`src/rtl/muldiv_pkg.sv`:
```
// Shared definitions for the iterative RV32M multiply/divide unit:
// funct3 encodings, FSM state type and small decode helpers.
package muldiv_pkg;

  localparam logic [2:0] F3_MUL    = 3'b000;
  localparam logic [2:0] F3_MULH   = 3'b001;
  localparam logic [2:0] F3_MULHSU = 3'b010;
  localparam logic [2:0] F3_MULHU  = 3'b011;
  localparam logic [2:0] F3_DIV    = 3'b100;
  localparam logic [2:0] F3_DIVU   = 3'b101;
  localparam logic [2:0] F3_REM    = 3'b110;
  localparam logic [2:0] F3_REMU   = 3'b111;

  typedef enum logic [1:0] {
    S_IDLE = 2'd0,
    S_RUN  = 2'd1,
    S_DONE = 2'd2
  } state_e;

  function automatic logic is_div(input logic [2:0] funct3);
    return funct3[2];
  endfunction

  function automatic logic is_rem(input logic [2:0] funct3);
    return funct3[2] & funct3[1];
  endfunction

endpackage

```
`src/rtl/muldiv_sign_fix.sv`:
```
// Conditional two's-complement negation; gives |x| when neg_i is the
// operand's sign, or applies the final result sign.
module muldiv_sign_fix #(
  parameter int unsigned W = 32
) (
  input  logic [W-1:0] val_i,
  input  logic         neg_i,
  output logic [W-1:0] val_o
);

  assign val_o = neg_i ? (W'(0) - val_i) : val_i;

endmodule

```
`src/rtl/muldiv_iter.sv`:
```
// Iterative RV32M multiply/divide unit: shift-add multiply and restoring
// divide on operand magnitudes, one bit per cycle, sign fixed on exit.
module muldiv_iter
  import muldiv_pkg::*;
#(
  parameter int unsigned XLEN      = 32,
  parameter bit          EARLY_OUT = 1'b1
) (
  input  logic            iCLK,
  input  logic            iRST,
  input  logic            iStart,
  input  logic [2:0]      iFunct3,
  input  logic [XLEN-1:0] iA,
  input  logic [XLEN-1:0] iB,
  input  logic            iKill,
  output logic [XLEN-1:0] oResult,
  output logic            oValid,
  output logic            oBusy,
  output logic            oStall
);

  localparam int unsigned CW = $clog2(XLEN + 1);

  state_e            state_q;
  logic [2:0]        f3_q;
  logic [XLEN-1:0]   opr_q, hi_q, lo_q, result_q;
  logic              neg_q, valid_q;
  logic [CW-1:0]     cnt_q;

  logic              sa, sb, neg_a, neg_b, start_neg;
  logic [XLEN-1:0]   mag_a, mag_b;
  logic              fast, b_zero, sovf;
  logic [XLEN-1:0]   fast_res;

  logic [XLEN-1:0]   hi_d, lo_d;
  logic [XLEN:0]     sum, shifted;
  logic [2*XLEN-1:0] fix_in, fix_out;
  logic [XLEN-1:0]   res_d;

  assign sa    = !(iFunct3 inside {F3_MULHU, F3_DIVU, F3_REMU});
  assign sb    = iFunct3 inside {F3_MUL, F3_MULH, F3_DIV, F3_REM};
  assign neg_a = sa & iA[XLEN-1];
  assign neg_b = sb & iB[XLEN-1];

  muldiv_sign_fix #(.W(XLEN)) u_abs_a (.val_i(iA), .neg_i(neg_a), .val_o(mag_a));
  muldiv_sign_fix #(.W(XLEN)) u_abs_b (.val_i(iB), .neg_i(neg_b), .val_o(mag_b));

  assign b_zero = (iB == '0);
  assign sovf   = (iFunct3 inside {F3_DIV, F3_REM}) &&
                  (iA == {1'b1, {(XLEN-1){1'b0}}}) && (iB == '1);
  assign fast   = is_div(iFunct3) && (b_zero || sovf);

  always_comb begin
    fast_res = '0;
    if (b_zero) fast_res = is_rem(iFunct3) ? iA : '1;
    else        fast_res = is_rem(iFunct3) ? '0 : iA;
  end

  // Quotient sign is suppressed for B=0 so the full iteration (all-ones
  // quotient) matches the architectural divide-by-zero result.
  always_comb begin
    start_neg = neg_a ^ neg_b;
    if (is_div(iFunct3)) begin
      if (is_rem(iFunct3)) start_neg = neg_a;
      else                 start_neg = (neg_a ^ neg_b) & !b_zero;
    end
  end

  always_comb begin
    hi_d    = hi_q;
    lo_d    = lo_q;
    sum     = '0;
    shifted = {hi_q, lo_q[XLEN-1]};
    if (is_div(f3_q)) begin
      if (shifted >= {1'b0, opr_q}) begin
        hi_d = {hi_q[XLEN-2:0], lo_q[XLEN-1]} - opr_q;
        lo_d = {lo_q[XLEN-2:0], 1'b1};
      end else begin
        hi_d = {hi_q[XLEN-2:0], lo_q[XLEN-1]};
        lo_d = {lo_q[XLEN-2:0], 1'b0};
      end
    end else begin
      sum  = {1'b0, hi_q} + (lo_q[0] ? {1'b0, opr_q} : '0);
      hi_d = sum[XLEN:1];
      lo_d = {sum[0], lo_q[XLEN-1:1]};
    end
  end

  always_comb begin
    if (is_div(f3_q)) fix_in = {{XLEN{1'b0}}, is_rem(f3_q) ? hi_d : lo_d};
    else              fix_in = {hi_d, lo_d};
  end

  muldiv_sign_fix #(.W(2*XLEN)) u_fix_res (.val_i(fix_in), .neg_i(neg_q), .val_o(fix_out));

  assign res_d = (is_div(f3_q) || f3_q == F3_MUL) ? fix_out[XLEN-1:0]
                                                  : fix_out[2*XLEN-1:XLEN];

  always_ff @(posedge iCLK or posedge iRST) begin
    if (iRST) begin
      state_q  <= S_IDLE;
      f3_q     <= '0;
      opr_q    <= '0;
      hi_q     <= '0;
      lo_q     <= '0;
      result_q <= '0;
      neg_q    <= 1'b0;
      valid_q  <= 1'b0;
      cnt_q    <= '0;
    end else begin
      case (state_q)
        S_IDLE: begin
          valid_q <= 1'b0;
          if (iStart && !iKill) begin
            f3_q  <= iFunct3;
            opr_q <= is_div(iFunct3) ? mag_b : mag_a;
            lo_q  <= is_div(iFunct3) ? mag_a : mag_b;
            hi_q  <= '0;
            neg_q <= start_neg;
            cnt_q <= CW'(XLEN);
            if (EARLY_OUT && fast) begin
              result_q <= fast_res;
              valid_q  <= 1'b1;
              state_q  <= S_DONE;
            end else begin
              state_q  <= S_RUN;
            end
          end
        end
        S_RUN: begin
          if (iKill) begin
            state_q <= S_IDLE;
          end else begin
            hi_q  <= hi_d;
            lo_q  <= lo_d;
            cnt_q <= cnt_q - CW'(1);
            if (cnt_q == CW'(1)) begin
              result_q <= res_d;
              valid_q  <= 1'b1;
              state_q  <= S_DONE;
            end
          end
        end
        S_DONE: begin
          valid_q <= 1'b0;
          state_q <= S_IDLE;
        end
        default: begin
          valid_q <= 1'b0;
          state_q <= S_IDLE;
        end
      endcase
    end
  end

  assign oResult = result_q;
  assign oValid  = valid_q;
  assign oBusy   = (state_q != S_IDLE);
  assign oStall  = (iStart && (state_q == S_IDLE) && !iKill) || (state_q == S_RUN);

endmodule

```
`config.mk`:
```
export PLATFORM = sky130hd
export DESIGN_NAME = muldiv_iter
export DESIGN_NICKNAME = d
export VERILOG_FILES = /design/src/rtl/muldiv_pkg.sv /design/src/rtl/muldiv_sign_fix.sv /design/src/rtl/muldiv_iter.sv
export SDC_FILE = /design/constraint.sdc
export NUM_CORES = 1
export LEC_CHECK = 0
export BUFFER_PORTS_ARGS = -buffer_cell sky130_fd_sc_hd__buf_2
export CAP_MARGIN = 20
export CORE_ASPECT_RATIO = 1.25
export CORE_MARGIN = 8
export CORE_UTILIZATION = 60
export DETAILED_ROUTE_END_ITERATION = 8
export GPL_ROUTABILITY_DRIVEN = 1
export PLACE_DENSITY = 0.79
export SYNTH_ARGS = -nofsm -noshare
export SYNTH_HDL_FRONTEND = slang
export SYNTH_SLANG_ARGS = --single-unit
```
`constraint.sdc`:
```
create_clock -name iCLK -period 6.4 [get_ports iCLK]
set_clock_uncertainty 0.15 [all_clocks]
set_input_delay 0.32 -clock iCLK [delete_from_list [all_inputs] [get_ports iCLK]]
set_output_delay 0.32 -clock iCLK [all_outputs]
set_load 0.005 [all_outputs]
```
-- Word level (Yosys, flattened, before mapping)
Cells that the tools add are included.
- output and inout port bits: 35
- bits in latches: 0
- word-level logic and storage cells: 105
- input bits: 71
- RAM bits: 0
- memories kept: 0
- bits in read-only memories: 0
- flip-flop bits (word level): 141
- magnitude comparators: 1
- eq/ne operators: 15
- muxes and demuxes: 42
- reduce and logical (&&, ||, !) cells: 26
- div/mod/pow operators: 0
- bitwise gates (word level): 6
- shift operators: 0
- multiply operators: 0
- add/subtract/negate cells: 6
- operators with widths (operator ; count):
    2-to-1 mux 32 bit ; 21
    one-hot mux 32 bit (2 select lines) ; 3
    2-to-1 mux 64 bit ; 2
    equality test 32 bit, second input constant ; 2
    subtractor 1 x 32 -> 32 bit, first input constant ; 2
    subtractor 1 x 64 -> 64 bit, first input constant ; 1
    adder 32 x 32 -> 33 bit ; 1
    greater-or-equal comparator 33 x 32 -> 1 bit ; 1
    logical NOT 32 bit ; 1
    subtractor 32 bit ; 1
    equality test 3 bit, second input constant ; 4
    2-to-1 mux 6 bit ; 2
    one-hot mux 6 bit (2 select lines) ; 1
    2-to-1 mux 2 bit ; 4
    != test 2 bit, second input constant ; 4
    2-to-1 mux 1 bit ; 7
    equality test 6 x 1 -> 1 bit, second input constant ; 1
    logical AND 1 bit ; 6
    logical NOT 3 bit ; 2
    AND reduction 2 bit ; 3
    nonzero test 2 bit ; 3
    subtractor 6 x 1 -> 6 bit, second input constant ; 1
    AND 1 bit ; 5
    AND reduction 5 bit ; 1
    other kinds (13) ; 17

-- Depth between registers and ports, before layout
- depth after elaboration: 11
- depth in mapped cells: 23

-- Cells and area by module
A second synthesis with hierarchy kept.
- cells, all modules: 1887
- area total of the unflattened synthesis: 15112.0 um^2
- modules (own cells, without submodules) (module ; cells an instance ; area an instance (um^2) ; times used):
    muldiv_iter ; 1473 ; 12124.1 ; 1
    muldiv_sign_fix at u_abs_a ... ; 108 ; 767.0 ; 2
    muldiv_sign_fix at u_fix_res ; 198 ; 1453.9 ; 1

-- Least setup slack after synthesis
No wires, ideal clock.
- path kind: register to register
- from: register hi_q[0]
- to: register result_q[8], in the netlist oResult[8]
- clock period less this slack: 5484 ps
- library setup time: 143 ps
- arrival time: 5191 ps
- path slack: 916 ps
- stages on the path, launching flop included: 22
- path buffers: 5
- cell sequence: dfrtp_1 ha_1 nor2b_1 o2111ai_2 a2111oi_4 o31ai_4 nand2_2 buf_4 buf_4 clkbuf_1 buf_1 a31oi_1 o21bai_1 ha_1 o211ai_1 nor3_1 nand3_1 or4_1 clkbuf_1 or4b_1 nand4_1 o311ai_1
- longest elaborated chain between the ends: 11
- elaborated cells between the ends (all ways): 15
- those cells by class: 3 x add/sub; 1 x order compare; 11 x mux
- ends and longest elaborated chain (item ; RTL line ; text):
    start: declaration ; muldiv_iter.sv:26 ; logic [XLEN-1:0] opr_q, hi_q, lo_q, result_q;
    start signal: assignment ; muldiv_iter.sv:134 ; hi_q <= hi_d;
    subtractor 32 bit or greater-or-equal comparator 33 x 32 -> 1 bit (tied branches) ; muldiv_iter.sv:76, muldiv_iter.sv:75 ;
    2-to-1 mux 32 bit or 2-to-1 mux 1 bit (tied branches) ; muldiv_iter.sv:75 ; if (shifted >= {1'b0, opr_q}) begin
    2-to-1 mux 32 bit ; muldiv_iter.sv:74 ; if (is_div(f3_q)) begin
    2-to-1 mux 32 bit ; muldiv_iter.sv:90 ; if (is_div(f3_q)) fix_in = {{XLEN{1'b0}}, is_rem(f3_q) ? hi_d : lo_d};
    2-to-1 mux 64 bit (*) ; muldiv_iter.sv:90 ;
    subtractor 1 x 64 -> 64 bit ; muldiv_sign_fix.sv:11 ; assign val_o = neg_i ? (W'(0) - val_i) : val_i;
    2-to-1 mux 64 bit (*) ; muldiv_sign_fix.sv:11 ;
    2-to-1 mux 32 bit (*) ; muldiv_iter.sv:96 ; assign res_d = (is_div(f3_q) || f3_q == F3_MUL) ? fix_out[XLEN-1:0]
    2-to-1 mux 32 bit (*) ; muldiv_iter.sv:137 ; if (cnt_q == CW'(1)) begin
    2-to-1 mux 32 bit (*) ; muldiv_iter.sv:131 ; if (iKill) begin
    one-hot mux 32 bit (2 select lines) (*) ; muldiv_iter.sv:111 ; case (state_q)
    end signal: assignment ; muldiv_iter.sv:122 ; result_q <= fast_res;
    end signal: assignment ; muldiv_iter.sv:138 ; result_q <= res_d;
    end: declaration ; muldiv_iter.sv:26 ;
Mark *: on every way between the ends. The rest lies on a longest branch, timed or not. The select of a mux whose other input is x is not followed.
A chain may end at the register's enable or synchronous reset.

-- Worst setup path after layout
- from: register opr_q[8]
- to: register result_q[2], in the netlist oResult[2]
- longest elaborated chain between the ends: 11
- elaborated cells between the ends (all ways): 16
- those cells by class: 3 x add/sub; 1 x order compare; 12 x mux
- ends and longest elaborated chain (item ; RTL line ; text):
    start: declaration ; muldiv_iter.sv:26 ;
    start signal: assignment ; muldiv_iter.sv:116 ; opr_q <= is_div(iFunct3) ? mag_b : mag_a;
    2-to-1 mux 32 bit, or another cell as far along ; muldiv_iter.sv:83 ; sum = {1'b0, hi_q} + (lo_q[0] ? {1'b0, opr_q} : '0);
    adder 32 x 32 -> 33 bit, or another cell as far along ; muldiv_iter.sv:83 ;
    2-to-1 mux 32 bit ; muldiv_iter.sv:74 ;
    2-to-1 mux 32 bit ; muldiv_iter.sv:90 ;
    2-to-1 mux 64 bit (*) ; muldiv_iter.sv:90 ;
    subtractor 1 x 64 -> 64 bit ; muldiv_sign_fix.sv:11 ;
    2-to-1 mux 64 bit (*) ; muldiv_sign_fix.sv:11 ;
    2-to-1 mux 32 bit (*) ; muldiv_iter.sv:96 ;
    2-to-1 mux 32 bit (*) ; muldiv_iter.sv:137 ;
    2-to-1 mux 32 bit (*) ; muldiv_iter.sv:131 ;
    one-hot mux 32 bit (2 select lines) (*) ; muldiv_iter.sv:111 ;
Marked as above.

==> results.yml <==
place:
  place_congestion: 1.13
  dpl_cell_area_um2: 17300
  portBuffers: 105
  hpwl_um: 59900
sta:
  max_freq_mhz: 162
  finalSetupViolations: 0
  tns_ns: 0
  drv_slew: 0
  min_period_over_period_pct: 96.4
  post-route-min-period_ns: 6.17
  worst_pin_slew_ns: 1.09
  hold_viol: 0
  max-slew-margin-rel_pct: 26.3
  rsz0062_at_grt: "no"
critical_path:
  cp_slowest_stage_delay_ns: 0.73
  startpoint_type: "flop"
  arrival_ns: 6.37
  crit_fanout: 16
  r2r_slack_ns: 0.23
  worstPathRequired_ns: 6.60
  crit_chain: "inv_1 -> ha_1 -> a21oi_1 -> o21ai_1 -> and3_1 -> o31ai_4 -> nand2_2 -> a21oi_1 -> a31oi_1 -> o21bai_1 -> ha_1 -> o211ai_1 -> nor3_1 -> nand3_1 -> buf_4 -> or4_1 -> nor4_1 -> mux2_2 -> o31ai_1"
  rr_worst_depth: 19
  crit_path_end_kind: "flop"
  crit_type: "flop to flop"
  cp_slowest_cell: "o31ai_4"
yosys:
  synth-main-ff-cell: "dfrtp_1"
  synth_fp_nets: 2460
  synth_cell_types: 100
  synth_area_um2: 16700
  synth_edf_count: 0
  yosys_warnings: 0
  synthTopCellsByArea: "dfrtp_1, nand2_1, o21ai_0, a21oi_1, ha_1"
  synth-seq-cells: 141
  async_flop_share_pct: 100
  ys_seq_area_share_pct: 21.1
  synth_top_area_share_pct: 21.1
  yosys.area.top_type: "dfrtp_1"
  netlist_instances: 2317
  synth.avg_cell_area_um2: 7.21
global_routing:
  gr-total-overflow: 0
  grt_pass1_wl_um: 117000
  antenna_found_initial: 3
  grt_max_degree: 113
  grt_use_total_pct: 46.9
  grt_pass1_vias: 18725
power_and_ir_drop:
  leakagePower_nw: 7.60
  ir_drop_uv: 249
  design_power_total_w: 0.00836
  power.density_nw_per_um2: 465
floorplan:
  num_rows: 68
  die_w_um: 165
  io_pins: 106
  die_h_um: 203
  core-area_um2: 27500
  dieArea_um2: 33500
  start_util_pct: 60.8
clock_tree:
  cts_tree: "built"
  clk_latency_ns: 0.46
  cts.repair.resized: 0
  root_buffer: "clkbuf_16"
  clk_pin_slew_ns: 0.08
  cts_num_sinks: 141
  cts-buffers-inserted: 17
  htreeDepth: 4
  cts_buffer_depth: 2
final_layout:
  ff_latch_area_um2: 3530
  final_cell_area_um2: 18000
  areaGrowthSynthToFinish_pct: 7.57
  drive_gt1_share_pct: 10.6
  nNetsFinal: 2456
  fill_cells: 2410
  multiInputGateArea_um2: 12200
detailed_routing:
  post_drt_wl_per_cell_um: 29.6
  via_per_inst: 7.48
  drt_iter0_drc: 3422
  firstDrtPassIters: 7
  drc: 0
  ant_nets: 0
  vias: 20029
  wl_um: 79200
worst_hold_path:
  holdPathStages: 3
  hp-class: "input pin to flop"
outcome:
  outcome: "finished clean"
flow_run:
  max_cap_viol_count: 0
==> final timing paths <==
check,from,end
max in group asynchronous,iRST,hi_q[31]
setup reg to reg,opr_q[8],oResult[2]
min in group asynchronous,iRST,cnt_q[2]
setup / recovery,opr_q[8],oResult[2]
hold / removal,iFunct3[1],f3_q[1]
hold reg to reg,oResult[24],oResult[24]
==> report_power, final <==
part           switching, W  internal [W]  leakage, nW  total (W)
clock              0.000493      0.000589        0.291    0.00108
combinational       0.00393       0.00179         5.51    0.00571
sequential         0.000397       0.00117         1.80    0.00157
==> per-layer routing <==
metal  part of all wire [%]  GRT usage [%]  routed length (um)
met5                      0              0                   0
met4                     11           39.0                8430
met3                     13           15.5               10600
met2                     43           70.4               34000
met1                     33           52.9               26200
==> cell usage in the layout (no fill, tap or decap), types with 28 or more instances in the layout <==
cell type	instances
a211oi_1	28
a21o_1	36
a21oi_1	191
a31oi_1	37
and2_1	44
and3_1	28
buf_2	104
buf_4	44
dfrtp_1	139
ha_1	70
inv_1	62
mux2i_1	60
nand2_1	284
nand3_1	50
nand4_1	51
nor2_1	200
nor3_1	61
o211ai_1	38
o21ai_0	213
o221ai_1	33
o31ai_1	30
or3_1	29
xnor2_1	56
xor2_1	50
==> cell usage after synthesis (29+ instances only) <==
| cell type | n |
|---|---|
| a21o_1 | 36 |
| a21oi_1 | 192 |
| a31oi_1 | 37 |
| and2_1 | 44 |
| clkbuf_1 | 128 |
| dfrtp_1 | 141 |
| ha_1 | 70 |
| inv_1 | 63 |
| mux2i_1 | 60 |
| nand2_1 | 285 |
| nand3_1 | 50 |
| nand4_1 | 51 |
| nor2_1 | 203 |
| nor3_1 | 61 |
| o211ai_1 | 38 |
| o21ai_0 | 213 |
| o221ai_1 | 33 |
| o31ai_1 | 30 |
| or3_1 | 29 |
| xnor2_1 | 56 |
| xor2_1 | 50 |
==> per-stage QoR <==
stage,utilization [%],cells,hold slack (ns),setup slack (ns)
6_report,65.4,2678,0.0434,0.227
5_1_grt,65.4,2676,0.0786,0.0948
4_1_cts,65.3,2675,0.0331,0.472
3_5_place_dp,63.0,2640,0.336,0.535
3_3_place_gp,63.0,2640,0.316,0.495
2_1_floorplan,-,2317,0.275,0.916
==> registers in the layout (all words and copies together), names as in the netlist <==
register	count
state_q	2
neg_q	1
hi_q	32
oValid	1
oResult	32
cnt_q	6
opr_q	32
f3_q	3
lo_q	32
==> cell type report <==
| cell class | instances | share of cell area (%) |
|---|---|---|
| multi-input cells | 1935 | 68.2 |
| inverters | 67 | 1.43 |
| repair buffers | 151 | 4.90 |
| flip-flops and latches | 141 | 19.7 |
| clock inverters | 15 | 0.996 |
| diodes | 2 | 0.0279 |
| clock buffers | 17 | 2.37 |
| well taps | 350 | 2.44 |
==> critical path: cells and delay by family, from the launching register on <==
family	cells	cell delay (ns)
fa+ha+maj	2	0.70
simple gates	6	1.95
mux	1	0.38
buf+inv	2	0.30
flops	1	0.49
compound gates	8	2.07
==> cell families (layout without fill, tap and decap cells) <==
group	after synthesis	count (layout)	share of synthesized area, %
compound gates	802	802	31.7
xor+xnor	106	106	5.56
fa+ha+maj	72	72	5.48
buf+inv	241	250	5.77
flops	141	141	21.1
mux	72	72	4.43
other cells	0	2	0
simple gates	883	883	26.0
==> repair_timing <==
item / CTS / global route
hold endpoints to repair: 83 / 0
hold buffers: 3 / 0
buffers inserted: 0 / 0
Power figures use the tool's default switching activity.
